**src/rtl/keypad_entry_ctrl.sv**
```systemverilog
// PS/2 keypad entry controller: collects up to four BCD digits from scancodes
// and commits them on Enter. Backspace, break-code skipping and idle timeout are included.
module keypad_entry_ctrl #(
    parameter int unsigned TIMEOUT = 1000
) (
    input  logic        clk,
    input  logic        areset,
    input  logic [7:0]  code,
    input  logic        code_valid,
    output logic [15:0] digits,
    output logic [2:0]  count,
    output logic [15:0] value,
    output logic [2:0]  value_len,
    output logic        done,
    output logic        err
);

    localparam logic [7:0]  CodeBreak = 8'hF0;
    localparam logic [7:0]  CodeBksp  = 8'h66;
    localparam logic [7:0]  CodeEnter = 8'h5A;
    localparam logic [15:0] IdleMax   = 16'(TIMEOUT - 1);

    typedef enum logic [0:0] {StAccept, StBreak} state_e;

    state_e      state;
    logic [15:0] idle_cnt;
    logic        is_digit;
    logic [3:0]  digit_val;

    always_comb begin
        is_digit  = 1'b1;
        digit_val = 4'd0;
        case (code)
            8'h45:   digit_val = 4'd0;
            8'h16:   digit_val = 4'd1;
            8'h1E:   digit_val = 4'd2;
            8'h26:   digit_val = 4'd3;
            8'h25:   digit_val = 4'd4;
            8'h2E:   digit_val = 4'd5;
            8'h36:   digit_val = 4'd6;
            8'h3D:   digit_val = 4'd7;
            8'h3E:   digit_val = 4'd8;
            8'h46:   digit_val = 4'd9;
            default: is_digit  = 1'b0;
        endcase
    end

    always_ff @(posedge clk or posedge areset) begin
        if (areset) begin
            state     <= StAccept;
            digits    <= '0;
            count     <= '0;
            value     <= '0;
            value_len <= '0;
            done      <= 1'b0;
            err       <= 1'b0;
            idle_cnt  <= '0;
        end else begin
            done <= 1'b0;
            err  <= 1'b0;
            if (code_valid) begin
                idle_cnt <= '0;
                // E0 and any unlisted byte fall through every branch untouched.
                if (state == StBreak) begin
                    state <= StAccept;
                end else if (code == CodeBreak) begin
                    state <= StBreak;
                end else if (is_digit) begin
                    if (count < 3'd4) begin
                        digits <= {digits[11:0], digit_val};
                        count  <= count + 3'd1;
                    end else begin
                        err <= 1'b1;
                    end
                end else if (code == CodeBksp) begin
                    if (count != 3'd0) begin
                        digits <= {4'h0, digits[15:4]};
                        count  <= count - 3'd1;
                    end
                end else if (code == CodeEnter) begin
                    if (count != 3'd0) begin
                        value     <= digits;
                        value_len <= count;
                        done      <= 1'b1;
                        digits    <= '0;
                        count     <= '0;
                    end else begin
                        err <= 1'b1;
                    end
                end
            end else if (count == 3'd0) begin
                idle_cnt <= '0;
            end else if (idle_cnt == IdleMax) begin
                // Abandon the partial entry; BREAK/ACCEPT state is left as is.
                digits   <= '0;
                count    <= '0;
                err      <= 1'b1;
                idle_cnt <= '0;
            end else begin
                idle_cnt <= idle_cnt + 16'd1;
            end
        end
    end

endmodule

```
**config.mk**
```make
export PLATFORM = sky130hd
export DESIGN_NAME = keypad_entry_ctrl
export DESIGN_NICKNAME = d
export VERILOG_FILES = /design/src/rtl/keypad_entry_ctrl.sv
export SDC_FILE = /design/constraint.sdc
export NUM_CORES = 1
export LEC_CHECK = 0
export ABC_AREA = 0
export ABC_CLOCK_PERIOD_IN_PS = 2500
export BUFFER_PORTS_ARGS = -buffer_cell sky130_fd_sc_hd__clkbuf_2
export CAP_MARGIN = 20
export CORE_UTILIZATION = 45
export CTS_CLUSTER_SIZE = 14
export DETAILED_ROUTE_END_ITERATION = 10
export PLACE_DENSITY_LB_ADDON = 0.3
export SETUP_SLACK_MARGIN = 0.15
export SYNTH_ARGS = -nofsm -noshare
export SYNTH_HDL_FRONTEND = slang
export SYNTH_SLANG_ARGS = --single-unit
```
**constraint.sdc**
```tcl
create_clock -name clk -period 2.5 [get_ports clk]
set_input_delay 0.125 -clock clk [delete_from_list [all_inputs] [get_ports clk]]
set_output_delay 0.125 -clock clk [all_outputs]
set_load 0.005 [all_outputs]
```
Yosys cells after proc, flatten, opt, wreduce, memory -nomap -nowiden
Index checks and enable logic that the tools add are counted.
{"block": "op_classes", "n_addsub": 3, "magnitude_cmp": 1, "n_reduce_logical": 6, "n_bitwise": 4, "muxes": 46, "n_eq_ne": 20}
{"operator": "two-way mux 16 bit", "count": 14}
{"operator": "equality test 8 x 6 -> 1 bit, second input constant", "count": 6}
{"operator": "case mux 4 bit (9 select lines)", "count": 1}
{"operator": "two-way mux 3 bit", "count": 11}
{"operator": "equality test 8 x 7 -> 1 bit, second input constant", "count": 4}
{"operator": "two-way mux 1 bit", "count": 20}
{"operator": "adder 16 x 1 -> 16 bit, second input constant", "count": 1}
{"operator": "equality test 16 x 10 -> 1 bit, second input constant", "count": 1}
{"operator": "equality test 8 x 5 -> 1 bit, second input constant", "count": 2}
{"operator": "AND reduction 7 bit", "count": 2}
{"operator": "OR reduction 10 bit", "count": 1}
{"operator": "equality test 8 bit, second input constant", "count": 1}
{"operator": "inequality test 2 bit, second input constant", "count": 3}
{"operator": "inequality test 4 x 1 -> 1 bit, second input constant", "count": 1}
{"operator": "inverter 1 bit", "count": 4}
{"operator": "adder 3 x 1 -> 3 bit, second input constant", "count": 1}
{"operator": "logical NOT 3 bit", "count": 1}
{"operator": "< comparator 3 bit, second input constant", "count": 1}
{"operator": "inequality test 3 x 1 -> 1 bit, second input constant", "count": 1}
{"operator": "inequality test 3 x 2 -> 1 bit, second input constant", "count": 1}
{"operator": "nonzero test 3 bit", "count": 1}
{"operator": "subtractor 3 x 1 -> 3 bit, second input constant", "count": 1}
{"operator": "nonzero test 2 bit", "count": 1}
{"block": "word_totals", "in_bits": 11, "out_inout_bits": 40, "wordCells": 88, "register_bits": 57}

Longest topological paths before layout
Gate-level depths: netlist of the first run.
{"block": "logic_depth", "ltp_word": 8, "ltp_mapped": 9, "ltp_nobuf": 8}

Worst setup path after synthesis of the first run
OpenSTA, ideal clock, no wires.
{"block": "synth_timing", "path_kind": "reg2reg", "start": "reg idle_cnt[0]", "end": "reg digits[0]", "path_buffers": 1, "required_time_ps": 2375, "stages_incl_launch_ff": 8, "setup_slack_ps": 303, "period_less_slack_ps": 2197, "arrival_time_ps": 2072, "setup_ps": 125, "path_cell_list": "dfrtp_1 > ha_1 > nor4bb_1 > nand4_1 > or3b_1 > o311ai_4 > buf_12 > mux2_4"}
{"block": "synth_between", "elab_chain_len": 3}
{"item": "start: declaration", "line_no": "26", "rtl": "logic [15:0] idle_cnt;"}
{"item": "start signal: assignment", "line_no": "100", "rtl": "idle_cnt <= idle_cnt + 16'd1;"}
{"item": "equality test 16 x 10 -> 1 bit", "line_no": "93", "rtl": "end else if (idle_cnt == IdleMax) begin"}
{"item": "nonzero test 2 bit (no line)"}
{"item": "AND reduction 7 bit (no line)"}
{"item": "end signal: assignment", "line_no": "70", "rtl": "digits <= {digits[11:0], digit_val};"}
{"item": "end signal: assignment", "line_no": "77", "rtl": "digits <= {4'h0, digits[15:4]};"}
{"item": "end: declaration", "line_no": "10", "rtl": "output logic [15:0] digits,"}
No other way between the ends.
A chain may end at the register's enable or synchronous reset.

Worst setup path after layout of the first run
{"block": "layout_timing", "start": "reg idle_cnt[1]", "end": "reg digits[7]"}
The elaborated chain is that of the path after synthesis.

==> results.md, run 1 <==
- Status: finished clean
- Post-synth ARST share: 1.00
- Crit share post-route: 0.902
- CP startpoint kind: flop
- Fillers: 563
- Site row count: 29
- Post-Syn Area per Cell: 10.8 um^2
- Commonest cells post-synth: dfrtp_1, nand2_1, nor2_1
- Post-Synth Adder-Cell Area: 0.0161
- Worst path bufs/invs: 1
- Fin Setup TNS: 0 ps
- Gate Count Post-Synth: 287
- Critical R2R Capture: digits[7]
- Number of global-route vias before repair: 2,196
- Starting Density: 0.477
- Max frequency: 443 MHz
- Largest net degree at the start of global routing: 29
- First-pass GRT wire length: 10.8 mm
- Hpwl dp: 4.48 mm
- Initial antenna violation count: 0
- GPL Wtd Cong: 0.865
- CP required: 2720 ps
- HP Class: primary input to async pin
- Antenna Nets Post-Route: 0
- Layout cells sized above 1: 0.320
- R2r setup slk: 240 ps
- Max cap viols: 0
- Simple-gate area share of the yosys netlist: 0.178
- CP Class: flop to flop
- Die outline height: 85.0 um
- Initial drt markers: 93
- #FFs+latches synth: 57
- Slowest cell delay on critical path: 440 ps
- Max-slew violations: 0
- Port bufs: 50
- Post-synthesis mux area share: 0.152
- CTS root buf: clkbuf_8
- XOR/XNOR share of the synthesized area: 0.0480
- Router iterations before antenna repair: 4
- Post-synth top flop: dfrtp_1
- Synth warn: 0
- Cell area after synthesis: 3100 um^2
- Critical Path Sink Type: flop
- Clk_skew: 5.19 ps
- Crit path cell chain: ha_4, nor4bb_2, nand4_1, or3b_4, o311ai_4, clkbuf_16, mux2_4
- Num CTS Buffers: 9
- Placeable Area: 6490 um^2
- Register area share after synthesis: 0.460
- Leakage power: 0.00186 uW
- Final Hold Vio Count: 0
- Worst r2r src: idle_cnt[1]
- # setup viols final: 0
- Max VDD drop: 0.624 mV
- N_diodes: 0
- Post-synthesis cell type count: 52
- Final core occ: 0.582
- R2R depth: 7
- Mapped Nets: 302
- WP data arrival: 2480 ps
- DRC viols: 0
- Leading post-synthesis cells by cell area: dfrtp_1, mux2_4, mux2_1, nand2_1, xor2_1
- Top cell type's share of synthesized area: 0.460
- IO Count: 51
- Synthesis-to-layout area growth: 21.9%
- DR vias: 2,302
- Worst-Margin Slew: 567 ps
- GR Overflow Total: 0
- Top delay family on crit path: simple AND/OR/NAND/NOR gates
- Slew margin rel.: 0.617
- PwrDens: 532 nW/um^2
- Nets@finish: 366
- H-tree levels: 3
- Cells after DPL: 412
- EDFF count, synth: 0
- Register clock-pin slew on the reported worst setup and hold paths: 70 ps
- DR vias/cell: 5.32
- Crit path max fanout: 5
- Clk buf depth: 2
- Area leader, netlist: dfrtp_1
- Die span in x: 85.0 um
- DIE AREA: 7220 um^2
- Synth Area in Compound Gates: 0.105
- CTS tree: yes
- Gr usage total: 0.192
- Count leader, synth: dfrtp_1
- Clock Latency Late Sink: 340 ps
- Finished Layout Cells: 433
- RSZ-0062 raised after global routing: false
- DRT Wirelength: 6.43 mm
- Minimum clock period: 2260 ps
- Sink Count: 57
- CP max stage cell: or3b_4
- WL/cell: 14.8 um
- Largest family of logic cells by synthesized area: simple AND/OR/NAND/NOR gates
-- cells in the final DEF, fill, tap and decap left out, types with 3 or more instances in the layout --
cell type,Yosys,final
nor3_1,4,4
nand3_1,7,7
and3_1,5,5
xnor2_1,7,7
a31oi_1,3,3
nand4_1,7,7
clkbuf_8,0,11
a21boi_0,3,3
a21oi_1,14,14
nand2_1,31,31
buf_4,0,14
inv_1,7,6
nor2_1,22,22
and3b_1,4,4
xor2_1,10,10
mux2_4,18,18
dfrtp_1,57,56
ha_1,4,3
mux2_1,17,17
o21ai_0,8,8
a21o_1,9,9
o21ai_1,3,3
clkbuf_2,1,50
-- worst reg2reg max path, stage by stage, from the launching register on --
cell and delay [ps]:
dfrtp_1 420, ha_4 180, nor4bb_2 200, nand4_1 190, or3b_4 440, o311ai_4 160
clkbuf_16 250, mux2_4 290
-- area by class of cell --
cell class                 instances  area, um^2  share of cell area
timing repair buffer              68         422               0.112
clock buffer                      11         151              0.0401
inverter                           9        36.3             0.00960
tap                               77        96.3              0.0255
sequential                        57        1430               0.378
clock inverter                     5        77.6              0.0205
multi-input combinational        206        1570               0.415
-- registers in the layout, summed over array words and instances (netlist names) --
name / flops
count: 3
digits: 16
done: 1
err: 1
idle_cnt: 16
state: 1
value: 16
value_len: 3
-- report_power, final --
part	leakage (uW)	switching [uW]	internal [uW]
logic	0.000949	65.4	40.7
clock network	0.000115	365	611
registers	0.000795	2.58	924
-- per-layer routing --
metal	vias to the layer above	routed length, um	track usage
met2	56	2970	0.291
met1	1111	3190	0.264
met5	-	0	0
met4	0	7	0.0508
met3	2	263	0.0623
li1	1133	-	-
-- repair_timing --
action | CTS | global route
hold endpoints to repair | 13 | 0
gates resized for setup | 0 | 6
hold buffers | 1 | 0
endpoints found under the setup margin | 11 | 18
gates cloned | 0 | 1
setup buffers | 2 | 1
pin swaps | 1 | 1
-- stage by stage --
step / cell area, um^2 / hold slack (ps) / total power [uW] / setup slack (ps)
6_report: 3780 / 267 / 2010 / 245
5_1_grt: 3780 / 282 / 2080 / 176
4_1_cts: 3720 / 240 / 2040 / 144
3_5_place_dp: 3470 / 94.5 / 1050 / 80.6
3_3_place_gp: 3470 / 85.0 / 1040 / 172
2_1_floorplan: 3100 / 344 / 1010 / 303
-- cells by family (layout without fill, tap and decap cells) --
kind of cell    count (synthesis)  count (layout)
fa+ha+maj                       4               4
flops                          57              57
compound gates                 47              47
xor+xnor                       17              17
mux                            36              36
simple gates                  102             102
buf+inv                        24              93
-- worst max-delay path by stage --
stage | depth (start not counted) | to | startpoint | slack (ps)
4_1_cts | 7 | digits[9] | idle_cnt[0] | 140
3_5_place_dp | 7 | digits[11] | idle_cnt[0] | 80
6_report | 7 | digits[7] | idle_cnt[1] | 240
5_1_grt | 7 | digits[15] | idle_cnt[1] | 180
3_3_place_gp | 7 | digits[10] | idle_cnt[0] | 170
2_1_floorplan | 7 | digits[0] | idle_cnt[0] | 300
No activity file was read; power rests on OpenSTA's default activity.
==> run 2, diff against run 1 <==
ABC_CLOCK_PERIOD_IN_PS = 2820   (was 2500)
clock period = 2.82 ns   (was 2.5 ns; I/O delays follow)
==> run 2 against run 1 <==
Total power decreased by 20%. First-iteration DRC count decreased by 26%. Largest power group is now sequential cells. Combinational power decreased by 19%. Register-to-register slack improved by 250 ps. Die area unchanged. Final cell count decreased by 3.2%.
==> results.md, run 2 (synthesis gave the netlist of run 1 again) <==
- Status: finished clean
- Worst-Margin Slew: 974 ps
- RSZ-0062 raised after global routing: false
- Top delay family on crit path: simple AND/OR/NAND/NOR gates
- Largest net degree at the start of global routing: 32
- Hpwl dp: 4.35 mm
- Top Registers: digits (16), idle_cnt (16), value (16)
- CP max stage cell: or3b_1
- Nets@finish: 353
- Final Hold Vio Count: 0
- Leakage power: 0.00177 uW
- DR vias: 2,280
- Switching share of power: 0.223
- Layout cells sized above 1: 0.275
- Gr usage total: 0.191
- Setup Buffers After CTS: 0
- Part of the power in the clock network: 0.434
- Fin Setup TNS: 0 ps
- CTS tree: yes
- Placeable Area: 6490 um^2
- Synthesis-to-layout area growth: 15.7%
- DRC viols: 0
- H-tree levels: 3
- Setup crit start: idle_cnt[0]
- HP Class: primary input to flop
- Slew margin rel.: 0.351
- IO Count: 51
- N_diodes: 0
- Die outline height: 85.0 um
- Die span in x: 85.0 um
- Most frequent cells in the layout: dfrtp_1, clkbuf_2, nand2_1
- Port bufs: 50
- CTS root buf: clkbuf_8
- Max VDD drop: 0.362 mV
- Commonest non-fill, non-tap cell in the layout: dfrtp_1
- Grt met2 use: 0.303
- Antenna Nets Post-Route: 0
- Sink Count: 57
- Max frequency: 429 MHz
- Pint: 1250 uW
- PwrDens: 448 nW/um^2
- Critical Path Sink Type: flop
- DIE AREA: 7220 um^2
- GPL Wtd Cong: 0.837
- Initial antenna violation count: 0
- WP data arrival: 2540 ps
- DR vias/cell: 5.44
- First-pass GRT wire length: 10.7 mm
- Site row count: 29
- Gr busiest metal: met2
- GR Overflow Total: 0
- PostCTS Resize Cnt: 0
- # setup viols final: 0
- Met3 global-route usage: 0.0623
- Max cap viols: 0
- Combinational share of power: 0.054
- CP Class: flop to flop
- Clk buf depth: 2
- Number of global-route vias before repair: 2,280
- Crit share post-route: 0.826
- Clock Latency Late Sink: 330 ps
- Clk_skew: 6.72 ps
- CP startpoint kind: flop
- Starting Density: 0.477
- Router iterations before antenna repair: 4
- Sequential Power Share: 0.512
- Minimum clock period: 2330 ps
- Num CTS Buffers: 9
- DRT Wirelength: 6.19 mm
- GR Util met1: 0.245
- Initial drt markers: 69
- Crit path max fanout: 18
- Worst min-delay path startpoint: code[1]
- Worst path bufs/invs: 1
- Switch Pwr: 358 uW
- Max-slew violations: 0
- WL/cell: 14.8 um
- Final core occ: 0.552
- CP required: 3030 ps
- Register clock-pin slew on the reported worst setup and hold paths: 60 ps
- Crit path cell chain: ha_1, nor4bb_1, nand4_1, or3b_1, o311ai_4, buf_12, mux2_4
- Slowest cell delay on critical path: 450 ps
- Worst r2r src: idle_cnt[0]
==> run 2: path summary, 6_finish.rpt <==
path	to	slack, ps	cells after the start
worst max-delay path	digits[11]	490	7
worst min-delay path	state	290	4
worst max register to register	digits[11]	490	7
worst min register to register	value_len[2]	490	2
max in group asynchronous	count[2]	1610	4
min in group asynchronous	value[8]	410	3
==> run 2: layer usage <==
layer / wire, um / part of all wire / vias up
met2: 2900 / 0.47 / 58
met3: 290 / 0.047 / 11
met5: 0 / 0 / -
li1: - / - / 1107
met4: 79 / 0.013 / 0
met1: 2920 / 0.47 / 1104
==> run 2: worst reg2reg max path: stages, from the launching register on <==
cell,delay [ps]
dfrtp_1,400
ha_1,260
nor4bb_1,250
nand4_1,190
or3b_1,450
o311ai_4,100
buf_12,230
mux2_4,330
==> run 2: layout make-up <==
cell class                      instances  area (um^2)
Inverter                                9         36.3
Multi-Input combinational cell        206         1550
Tap cell                               77         96.3
Sequential cell                        57         1430
Timing Repair Buffer                   55          303
Clock buffer                           11          131
Fill cell                             570         2910
Clock inverter                          4         45.0
==> run 2: what timing repair did <==
item	in CTS	in global routing
endpoints found under the setup margin	0	0
hold buffers	1	0
endpoints found under the hold margin	26	0
==> run 2: stage by stage <==
step | setup WS [ps] | hold slack, ps | area [um^2] | instances | total power (uW)
2_1_floorplan | 623 | 360 | 3100 | 287 | 898
3_3_place_gp | 522 | 216 | 3400 | 403 | 920
3_5_place_dp | 499 | 221 | 3400 | 403 | 923
4_1_cts | 495 | 282 | 3580 | 419 | 1630
5_1_grt | 307 | 330 | 3580 | 419 | 1670
6_report | 492 | 290 | 3580 | 419 | 1610
==> run 2: power by group through the flow <==
stage	registers, uW	logic (uW)	clock network, uW
final	822	86.1	697
after global routing	821	97.0	757
after CTS	822	87.6	721
after detailed placement	836	86.4	0
after global placement	836	83.9	0
after floorplan	836	62.0	0
==> run 3, diff against run 2 <==
ABC_CLOCK_PERIOD_IN_PS = 2300   (was 2820)
clock period = 2.3 ns   (was 2.82 ns; I/O delays follow)
==> run 3 against run 2 <==
Total power increased by 35%. Die area unchanged. Setup slack got worse by 410 ps. Clock power increased by 49%.
==> results.md, run 3 (synthesis gave the netlist of run 1 again) <==
- DRT Wirelength: 6.76 mm
- H-tree levels: 3
- Number of global-route vias before repair: 2,347
- Footprint of the multi-input gates: 1570 um^2
- Site row count: 29
- Clock Latency Late Sink: 330 ps
- Register clock-pin slew on the reported worst setup and hold paths: 70 ps
- Sequential cell area: 1430 um^2
- Antenna Nets Post-Route: 0
- N_diodes: 0
- Die span in x: 85.0 um
- HP Class: primary input to flop
- DRC viols: 0
- PwrDens: 569 nW/um^2
- Commonest non-fill, non-tap cell in the layout: dfrtp_1
- Status: finished clean
- Largest net degree at the start of global routing: 23
- Crit path max fanout: 9
- Hpwl dp: 4.51 mm
- DR vias: 2,423
- Slew margin rel.: 0.621
- Max-slew violations: 0
- Gr usage total: 0.202
- Placeable Area: 6490 um^2
- Nets@finish: 367
- Initial drt markers: 126
- Critical Path Sink Type: flop
- Max VDD drop: 0.341 mV
- CTS root buf: clkbuf_8
- CTS tree: yes
- Max cap viols: 0
- First-pass GRT wire length: 11.3 mm
- GR Overflow Total: 0
- Synthesis-to-layout area growth: 22.6%
- Worst-Margin Slew: 567 ps
- Layout cells sized above 1: 0.325
- DIE AREA: 7220 um^2
- GPL Wtd Cong: 0.849
- Final core occ: 0.585
- Minimum clock period: 2220 ps
- Fillers: 536
- WL/cell: 15.6 um
- CP startpoint kind: flop
- Crit share post-route: 0.964
- Clk buf depth: 2
- CP required: 2520 ps
- Starting Density: 0.477
- Die outline height: 85.0 um
- Num CTS Buffers: 9
- Most frequent cells in the layout: dfrtp_1, clkbuf_2, nand2_1
- Initial antenna violation count: 0
- Top Registers: digits (16), idle_cnt (16), value (16)
- IO Count: 51
- Port bufs: 50
- Sink Count: 57
- RSZ-0062 raised after global routing: true
- Final Hold Vio Count: 0
- WP data arrival: 2440 ps
- # setup viols final: 0
- Router iterations before antenna repair: 6
- Clk_skew: 8.71 ps
- DR vias/cell: 5.58
- Leakage power: 0.00187 uW
- Fin Setup TNS: 0 ps
- Max frequency: 451 MHz
- CP Class: flop to flop
-- run 3: metrics by stage --
stage | hold WS (ps) | total power, uW | instances | worst slack, ps | area (um^2)
2_1_floorplan | 334 | 1100 | 287 | 151 | 3110
3_3_place_gp | 118 | 1130 | 408 | 129 | 3450
3_5_place_dp | 128 | 1130 | 408 | 88.1 | 3450
4_1_cts | 254 | 2180 | 430 | 119 | 3760
5_1_grt | 304 | 2240 | 434 | 47.7 | 3800
6_report | 255 | 2160 | 434 | 81.8 | 3800
-- run 3: final timing paths --
path                        startpoint      endpoint  slack [ps]  cells past startpoint
min in group asynchronous       areset     value[14]         310                      3
hold reg to reg              value[13]     value[13]         490                      1
max in group asynchronous       areset  value_len[2]        1370                      4
hold / removal                 code[1]         state         260                      4
setup / recovery           idle_cnt[1]      count[1]          80                      7
setup reg to reg           idle_cnt[1]      count[1]          80                      7
-- run 3: repair_timing --
action | in CTS | in global routing
gates resized for setup | 3 | 3
gates cloned | 2 | 0
pin swaps | 0 | 1
setup endpoints to repair | 33 | 18
hold buffers | 1 | 0
setup buffers | 3 | 4
endpoints found under the hold margin | 18 | 0
-- run 3: metal layers --
| metal | GRT usage | share of wire | up-vias |
|---|---|---|---|
| li1 | - | - | 1141 |
| met1 | 0.268 | 0.47 | 1181 |
| met2 | 0.316 | 0.46 | 84 |
| met3 | 0.0399 | 0.055 | 17 |
| met4 | 0.102 | 0.020 | 0 |
| met5 | 0 | 0 | - |
-- run 3: where the power goes --
part	switching, uW	internal (uW)
sequential	2.19	1000
combinational	72.5	42.8
clock	402	638
total	477	1680
-- run 3: worst max-delay path, stage by stage, from the launching register on --
cell,delay [ps]
dfrtp_1,390
ha_4,140
nor4bb_1,220
nand4_1,200
or3b_4,440
o311ai_4,190
buf_16,210
mux2_4,300
-- run 3: cell type report --
cell class / count / share of cell area
multi-input combinational: 206 / 0.414
sequential: 57 / 0.376
timing repair buffer: 69 / 0.118
clock buffer: 11 / 0.0372
tap: 77 / 0.0253
clock inverter: 5 / 0.0207
inverter: 9 / 0.00955
